`src/rtl/voice_mixer_if.sv`:
```
// voice_mixer_if: sample/register/status bundle between the voice array, the register bus and the mixer.
//   master: drives strobe, voice samples and register writes; observes mixed sample and status.
//   slave : the mixer side.
interface voice_mixer_if #(
    parameter int NUM_VOICES   = 8,
    parameter int SAMPLE_WIDTH = 24
);
    logic                                 i_SampleStrobe;
    logic [NUM_VOICES*SAMPLE_WIDTH-1:0]   i_VoiceSamples;
    logic [7:0]                           i_RegisterNumber;
    logic [23:0]                          i_RegisterValue;
    logic                                 i_RegisterWriteEnable;
    logic signed [SAMPLE_WIDTH-1:0]       o_Sample;
    logic                                 o_SampleValid;
    logic                                 o_Clip;
    logic                                 o_Busy;
    logic                                 o_Overrun;
    modport master (
        output i_SampleStrobe, i_VoiceSamples, i_RegisterNumber, i_RegisterValue, i_RegisterWriteEnable,
        input  o_Sample, o_SampleValid, o_Clip, o_Busy, o_Overrun
    );
    modport slave (
        input  i_SampleStrobe, i_VoiceSamples, i_RegisterNumber, i_RegisterValue, i_RegisterWriteEnable,
        output o_Sample, o_SampleValid, o_Clip, o_Busy, o_Overrun
    );
endinterface

```
`src/rtl/voice_mixer.sv`:
```
// voice_mixer: time-multiplexed gain mixer of NUM_VOICES signed voices with mute and output saturation.
//   i_Clock, i_Reset : clock and synchronous active-high reset.
//   bus (slave)      : sample strobe and voice samples in, register writes (gain 0..N-1, mute 0x80,
//                      overrun clear 0x81), mixed sample / valid / clip / busy / overrun out.
module voice_mixer #(
    parameter int NUM_VOICES   = 8,
    parameter int SAMPLE_WIDTH = 24,
    parameter int GAIN_WIDTH   = 16
) (
    input logic           i_Clock,
    input logic           i_Reset,
    voice_mixer_if.slave  bus
);
    localparam int PW = SAMPLE_WIDTH + GAIN_WIDTH + 1;
    localparam int AW = PW + $clog2(NUM_VOICES + 1);
    localparam int IW = NUM_VOICES > 1 ? $clog2(NUM_VOICES) : 1;
    localparam logic signed [AW-1:0] MAXV = {{(AW-SAMPLE_WIDTH+1){1'b0}}, {(SAMPLE_WIDTH-1){1'b1}}};
    localparam logic signed [AW-1:0] MINV = ~MAXV;
    typedef enum logic [1:0] {IDLE, ACCUM, FINISH} state_t;
    state_t                             state_q, state_d;
    logic [GAIN_WIDTH-1:0]              gain_q [NUM_VOICES];
    logic [GAIN_WIDTH-1:0]              gain_d [NUM_VOICES];
    logic                               mute_q, mute_d;
    logic [NUM_VOICES*SAMPLE_WIDTH-1:0] snap_q, snap_d;
    logic [IW-1:0]                      idx_q, idx_d;
    logic signed [AW-1:0]               acc_q, acc_d;
    logic signed [SAMPLE_WIDTH-1:0]     sample_q, sample_d;
    logic                               clip_q, clip_d;
    logic                               valid_q, valid_d;
    logic                               overrun_q, overrun_d;
    logic signed [SAMPLE_WIDTH-1:0]     cur;
    logic signed [PW-1:0]               prod;
    logic signed [AW-1:0]               shifted;
    logic                               hi, lo;
    // Gain is unsigned, so it gets a zero sign bit before the signed multiply.
    assign cur     = snap_q[idx_q*SAMPLE_WIDTH +: SAMPLE_WIDTH];
    assign prod    = cur * $signed({1'b0, gain_q[idx_q]});
    assign shifted = acc_q >>> (GAIN_WIDTH - 1);
    assign hi      = shifted > MAXV;
    assign lo      = shifted < MINV;
    always_comb begin
        state_d   = state_q;
        gain_d    = gain_q;
        mute_d    = mute_q;
        snap_d    = snap_q;
        idx_d     = idx_q;
        acc_d     = acc_q;
        sample_d  = sample_q;
        clip_d    = clip_q;
        valid_d   = 1'b0;
        overrun_d = overrun_q;
        if (bus.i_RegisterWriteEnable) begin
            for (int v = 0; v < NUM_VOICES; v++)
                if (bus.i_RegisterNumber == 8'(v)) gain_d[v] = bus.i_RegisterValue[GAIN_WIDTH-1:0];
            if (bus.i_RegisterNumber == 8'h80) mute_d = bus.i_RegisterValue[0];
            if (bus.i_RegisterNumber == 8'h81) overrun_d = 1'b0;
        end
        // Placed after the clear so a simultaneous overrun strobe wins.
        if (bus.i_SampleStrobe && state_q != IDLE) overrun_d = 1'b1;
        case (state_q)
            IDLE: if (bus.i_SampleStrobe) begin
                snap_d  = bus.i_VoiceSamples;
                acc_d   = '0;
                idx_d   = '0;
                state_d = ACCUM;
            end
            ACCUM: begin
                acc_d   = acc_q + prod;
                idx_d   = idx_q + 1'b1;
                state_d = idx_q == IW'(NUM_VOICES - 1) ? FINISH : ACCUM;
            end
            FINISH: begin
                sample_d = mute_q ? '0 : hi ? MAXV[SAMPLE_WIDTH-1:0] : lo ? MINV[SAMPLE_WIDTH-1:0] : shifted[SAMPLE_WIDTH-1:0];
                clip_d   = !mute_q && (hi || lo);
                valid_d  = 1'b1;
                state_d  = IDLE;
            end
            default: state_d = IDLE;
        endcase
    end
    always_ff @(posedge i_Clock) begin
        if (i_Reset) begin
            state_q   <= IDLE;
            gain_q    <= '{default: '0};
            mute_q    <= 1'b0;
            snap_q    <= '0;
            idx_q     <= '0;
            acc_q     <= '0;
            sample_q  <= '0;
            clip_q    <= 1'b0;
            valid_q   <= 1'b0;
            overrun_q <= 1'b0;
        end else begin
            state_q   <= state_d;
            gain_q    <= gain_d;
            mute_q    <= mute_d;
            snap_q    <= snap_d;
            idx_q     <= idx_d;
            acc_q     <= acc_d;
            sample_q  <= sample_d;
            clip_q    <= clip_d;
            valid_q   <= valid_d;
            overrun_q <= overrun_d;
        end
    end
    assign bus.o_Sample      = sample_q;
    assign bus.o_Clip        = clip_q;
    assign bus.o_SampleValid = valid_q;
    assign bus.o_Busy        = state_q != IDLE;
    assign bus.o_Overrun     = overrun_q;
endmodule

```
`src/flat_wrapper.sv`:
```
// flat-port wrapper written by rule: the top's interface ports become plain ports
module voice_mixer_flat 
#(
    parameter int NUM_VOICES   = 8,
    parameter int SAMPLE_WIDTH = 24,
    parameter int GAIN_WIDTH   = 16
)
  (i_Clock, i_Reset, bus_i_SampleStrobe, bus_i_VoiceSamples, bus_i_RegisterNumber, bus_i_RegisterValue, bus_i_RegisterWriteEnable, bus_o_Sample, bus_o_SampleValid, bus_o_Clip, bus_o_Busy, bus_o_Overrun);
  voice_mixer_if #(.NUM_VOICES(NUM_VOICES), .SAMPLE_WIDTH(SAMPLE_WIDTH)) bus_i ();
  input logic i_Clock;
  input logic i_Reset;
  input wire logic [$bits(bus_i.i_SampleStrobe)-1:0] bus_i_SampleStrobe;
  input wire logic [$bits(bus_i.i_VoiceSamples)-1:0] bus_i_VoiceSamples;
  input wire logic [$bits(bus_i.i_RegisterNumber)-1:0] bus_i_RegisterNumber;
  input wire logic [$bits(bus_i.i_RegisterValue)-1:0] bus_i_RegisterValue;
  input wire logic [$bits(bus_i.i_RegisterWriteEnable)-1:0] bus_i_RegisterWriteEnable;
  output wire logic [$bits(bus_i.o_Sample)-1:0] bus_o_Sample;
  output wire logic [$bits(bus_i.o_SampleValid)-1:0] bus_o_SampleValid;
  output wire logic [$bits(bus_i.o_Clip)-1:0] bus_o_Clip;
  output wire logic [$bits(bus_i.o_Busy)-1:0] bus_o_Busy;
  output wire logic [$bits(bus_i.o_Overrun)-1:0] bus_o_Overrun;
  assign bus_i.i_SampleStrobe = bus_i_SampleStrobe;
  assign bus_i.i_VoiceSamples = bus_i_VoiceSamples;
  assign bus_i.i_RegisterNumber = bus_i_RegisterNumber;
  assign bus_i.i_RegisterValue = bus_i_RegisterValue;
  assign bus_i.i_RegisterWriteEnable = bus_i_RegisterWriteEnable;
  assign bus_o_Sample = bus_i.o_Sample;
  assign bus_o_SampleValid = bus_i.o_SampleValid;
  assign bus_o_Clip = bus_i.o_Clip;
  assign bus_o_Busy = bus_i.o_Busy;
  assign bus_o_Overrun = bus_i.o_Overrun;
  voice_mixer #(.NUM_VOICES(NUM_VOICES), .SAMPLE_WIDTH(SAMPLE_WIDTH), .GAIN_WIDTH(GAIN_WIDTH)) u_core (.i_Clock(i_Clock), .i_Reset(i_Reset), .bus(bus_i));
endmodule
```
`config.mk`:
```
export PLATFORM = sky130hd
export DESIGN_NAME = voice_mixer_flat
export DESIGN_NICKNAME = d
export VERILOG_FILES = /design/src/rtl/voice_mixer_if.sv /design/src/rtl/voice_mixer.sv /design/src/flat_wrapper.sv
export SDC_FILE = /design/constraint.sdc
export NUM_CORES = 2
export LEC_CHECK = 0
export CAP_MARGIN = 20
export CORE_ASPECT_RATIO = 1.2
export CORE_MARGIN = 2
export CORE_UTILIZATION = 60
export DETAILED_ROUTE_END_ITERATION = 8
export DONT_BUFFER_PORTS = 1
export GPL_TIMING_DRIVEN = 1
export PLACE_DENSITY = 0.81
export SLEW_MARGIN = 30
export SYNTH_ARGS = -nofsm -noshare
export SYNTH_HDL_FRONTEND = slang
export SYNTH_SLANG_ARGS = --single-unit
```
`constraint.sdc`:
```
create_clock -name i_Clock -period 9 [get_ports i_Clock]
set_input_delay 1.8 -clock i_Clock [delete_from_list [all_inputs] [get_ports i_Clock]]
set_output_delay 1.8 -clock i_Clock [all_outputs]
set_load 0.005 [all_outputs]
```
==> impl_metrics.csv <==
group,metric,value,unit
global_routing,grt_overflow_total,0,
global_routing,initial_antenna_violation_count,0,
clock_tree,tritoncts_clock_tree,"done",
clock_tree,h-tree-depth,2,
placement,pre_cts_slack,938,ps
synth,synth-edff-count,0,
layout,final_layout_net_count,4413,
timing,number_of_failing_setup_endpoints_in_the_final_timing_report,0,
clock_tree,cts_made_buffers,39,
clock_tree,clk_latency,570,ps
critical_path,critical_path.most_common_cell,"sky130_fd_sc_hd__fa_1",
clock_tree,cts_root_buffer,"sky130_fd_sc_hd__clkbuf_16",
layout,multiInputGateArea,21200,µm²
synth,share_of_synthesized_cell_area_in_full_adder_half_adder_and_majority_cells,32.2,%
clock_tree,ctsLongestPathBuffers,3,
status,run_status,"complete, but fails checks",
synth,yosys_register_bits,398,
critical_path,critical_path.max_fanout,41,
synth,mappedNetlistNets,4517,
timing,final_worst_path_cycle_share,91.3,%
power_and_ir_drop,p_leak,0.0152,µW
timing,timing.final.hold_violations,0,
global_routing,global_route.usage.total,30.3,%
synth,top_ff_cell_synth,"sky130_fd_sc_hd__dfxtp_1",
layout,post_synthesis_to_final_layout_area_growth,6.44,%
clock_tree,clkSlewWorstSetupHoldPaths,70,ps
synth,synth_compound_area_share,8.57,%
synth,synthMuxAreaShare,9.04,%
worst_hold_path,worst_hold_path_type,"flip-flop to flip-flop",
critical_path,criticalPathCategory,"flip-flop to flip-flop",
drt,final_routed_drc_violation_total,0,
floorplan,initial_core_util,60.5,%
layout,layout.cells.most_common,"sky130_fd_sc_hd__nand2_1",
critical_path,critPathSlowestCell,"sky130_fd_sc_hd__mux4_2",
drt,wl_per_cell,19.1,µm
layout,utilization,64.4,%
drt,firstDrtPassIters,7,
power_and_ir_drop,irDropWorstVdd,0.166,mV
clock_tree,post_cts_sizing,0,
timing,clock_skew,27.5,ps
critical_path,worst-endpoint-required,9440,ps
timing,max-slew-margin-rel,-51.5,%
critical_path,critPathArrivalTime,8660,ps
synth,synth_async_sr_flop_share,0,%
placement,port-buffer-count,0,
timing,setup_slack,785,ps
layout,filler_cells,4246,
drt,detailedRoute.firstIterationViolations,1869,
global_routing,grt_pass1_wl,134000,µm
timing,clock.fmax,0.122,GHz
synth,xor_xnor_share_of_the_synthesized_area,1.08,%
placement,final_weighted_congestion_in_routability_driven_placement,0.942,
timing,fin_tns_setup,0,ps
clock_tree,cts_setup_buffers,0,
drt,vias_per_cell,5.74,
layout,regArea,7980,µm²
power_and_ir_drop,p_per_area,114,nW/µm²
synth,yosysSeqAreaShare,24.7,%
synth,synth_area_per_cell,8.66,µm²
synth,netlist-cell-type-count,59,
critical_path,critPathTopFamily,"adder cells",
critical_path,setup.worst_path.end_class,"flip-flop",
timing,rsz0062_at_grt,"no",
clock_tree,tritoncts_num_sinks,398,
floorplan,die_y,258,µm
floorplan,die_w,216,µm
timing,slew_violations,236,
critical_path,buf_inv_on_cp,7,
global_routing,number_of_global_route_vias_before_repair,25800,
critical_path,start_kind,"flip-flop",
placement,hpwlAfterDp,62400,µm
floorplan,placementRows,93,
floorplan,floorplan.io_pins,256,
global_routing,grt_max_degree,375,
floorplan,die_area,55700,µm²
synth,synth_area,32300,µm²
layout,drive_above_1_share,7.66,%
critical_path,critPathMaxStageDelay,560,ps
floorplan,placeableCoreArea,53400,µm²
status,failed_checks,"max-slew violations",
synth,synth_warnings,0,
drt,detail_route.wirelength,83300,µm
synth,synth_area_in_simple_gates,14.5,%
timing,fin_crit,8220,ps
clock_tree,ctsHoldBuffers,0,
synth,main_combinational_cell_family_by_area_after_synthesis,"adder cells",
synth,synthesized_instance_count,3729,
timing,worst_pin_slew,2270,ps
drt,route.vias.total,25100,
drt,ant_nets,0,
layout,layout_common_cells,"sky130_fd_sc_hd__nand2_1, sky130_fd_sc_hd__inv_1, sky130_fd_sc_hd__fa_1",
job,drv_cap,0,
cell type report:
cell class,instances,area share [%]
Antenna cell,1,0.00728
Clock buffer,53,3.22
Clock inverter,17,0.713
Inverter,640,6.99
Multi-Input combinational cell,2479,61.7
Sequential cell,398,23.2
Tap cell,712,2.59
Timing Repair Buffer,67,1.59
Yosys cell counts, types with 3 or more instances:
cell                       number  area share [%]
sky130_fd_sc_hd__nor3b_1        7            0.16
sky130_fd_sc_hd__nor3_1        13            0.20
sky130_fd_sc_hd__xnor2_1       22            0.60
sky130_fd_sc_hd__dfxtp_1      398              25
sky130_fd_sc_hd__or2_2         14            0.27
sky130_fd_sc_hd__and2_1         5           0.097
sky130_fd_sc_hd__o21a_1         3           0.070
sky130_fd_sc_hd__o21bai_1       7            0.16
sky130_fd_sc_hd__a22oi_1        3           0.070
sky130_fd_sc_hd__fa_1         450              28
sky130_fd_sc_hd__nor2b_1        6            0.12
sky130_fd_sc_hd__o31ai_1        5            0.12
sky130_fd_sc_hd__mux2i_1       87             2.7
sky130_fd_sc_hd__and3_1         5           0.097
sky130_fd_sc_hd__buf_2         18            0.28
sky130_fd_sc_hd__a21oi_1      354             5.5
sky130_fd_sc_hd__nand2_1      758             8.8
sky130_fd_sc_hd__a21boi_0       3           0.070
sky130_fd_sc_hd__inv_1        640             7.4
sky130_fd_sc_hd__a21o_1        22            0.51
sky130_fd_sc_hd__mux2_2        21            0.73
sky130_fd_sc_hd__xor2_1        18            0.49
sky130_fd_sc_hd__nand2b_1      11            0.21
sky130_fd_sc_hd__nand3_1       24            0.37
sky130_fd_sc_hd__a221oi_1       3           0.081
sky130_fd_sc_hd__o21ai_0       64            0.99
sky130_fd_sc_hd__nand4_1        5           0.097
sky130_fd_sc_hd__a211oi_1       5            0.12
sky130_fd_sc_hd__a31oi_1       11            0.21
sky130_fd_sc_hd__nor2_1       329             3.8
sky130_fd_sc_hd__mux4_2        80             5.6
sky130_fd_sc_hd__nor4_1         4           0.077
sky130_fd_sc_hd__o21ai_1        3           0.046
sky130_fd_sc_hd__ha_1         110             4.3
sky130_fd_sc_hd__buf_1         15            0.17
sky130_fd_sc_hd__clkbuf_1     177             2.1
stage by stage:
stage               std cells  power, µW  hold slack [ps]  cell area, µm²
global route             4366       4010              468           34400
global placement         4295       2180              437           33000
floorplan                3729       2110              425           32300
detailed placement       4295       2190              443           33000
finish                   4367       3900              450           34400
CTS                      4365       3910              452           34300
path summary, 6_finish.rpt:
path	start	endpoint	slack [ps]	cells past startpoint
max	u_core.idx_q[0]	u_core.acc_q[44]	780	26
min	u_core.snap_q[57]	u_core.snap_q[57]	450	2
max reg2reg	u_core.idx_q[0]	u_core.acc_q[44]	780	26
min reg2reg	u_core.snap_q[57]	u_core.snap_q[57]	450	2
cells by family (layout without fill, tap and decap cells):
logic type	Yosys count	in the layout
and+or+nand+nor	1187	1187
buffers and inverters	852	777
adders and majority gates	560	560
AOI/OAI and AO/OA	503	503
DFF	398	398
muxes	189	189
xor gates and xnor gates	40	40
other	0	1
worst register-to-register path, cell delays in order (launching register included):
cell and delay [ps]:
sky130_fd_sc_hd__dfxtp_4 520, sky130_fd_sc_hd__buf_12 350, sky130_fd_sc_hd__buf_4 320, sky130_fd_sc_hd__mux4_2 560
sky130_fd_sc_hd__mux2i_1 150, sky130_fd_sc_hd__buf_4 210, sky130_fd_sc_hd__nor2_1 90, sky130_fd_sc_hd__fa_1 560
sky130_fd_sc_hd__inv_1 70, sky130_fd_sc_hd__fa_1 500, sky130_fd_sc_hd__fa_1 520, sky130_fd_sc_hd__inv_1 50
sky130_fd_sc_hd__fa_1 460, sky130_fd_sc_hd__fa_1 510, sky130_fd_sc_hd__inv_1 50, sky130_fd_sc_hd__fa_1 490
sky130_fd_sc_hd__inv_1 60, sky130_fd_sc_hd__ha_1 340, sky130_fd_sc_hd__a21oi_1 170, sky130_fd_sc_hd__o21ai_0 230
sky130_fd_sc_hd__a211oi_2 250, sky130_fd_sc_hd__nor2_2 120, sky130_fd_sc_hd__a311o_2 450, sky130_fd_sc_hd__o31ai_1 350
sky130_fd_sc_hd__o21ai_1 170, sky130_fd_sc_hd__a21oi_1 220, sky130_fd_sc_hd__mux2_1 330
sequential cells by signal, summed over array words and instances, names as in the netlist, 2 cells and up:
register             count
u_core.bus.o_Sample     24
u_core.idx_q             3
u_core.state_q           2
u_core.snap_q          192
u_core.gain_q          128
u_core.acc_q            45
report_power, final:
part / internal, µW / leakage, µW / switching (µW)
clock network: 994 / 0.000664 / 748
registers: 1820 / 0.00324 / 36.5
logic: 108 / 0.0113 / 203
total: 2920 / 0.0152 / 987
layer usage:
metal,vias to the layer above,routed length [µm],track usage [%]
met2,1143,39900,51.0
met3,219,7890,6.96
met1,12400,31700,37.5
met5,-,0,0
met4,0,3930,13.1
li1,11300,-,-
(Power assumes the default switching activity.)
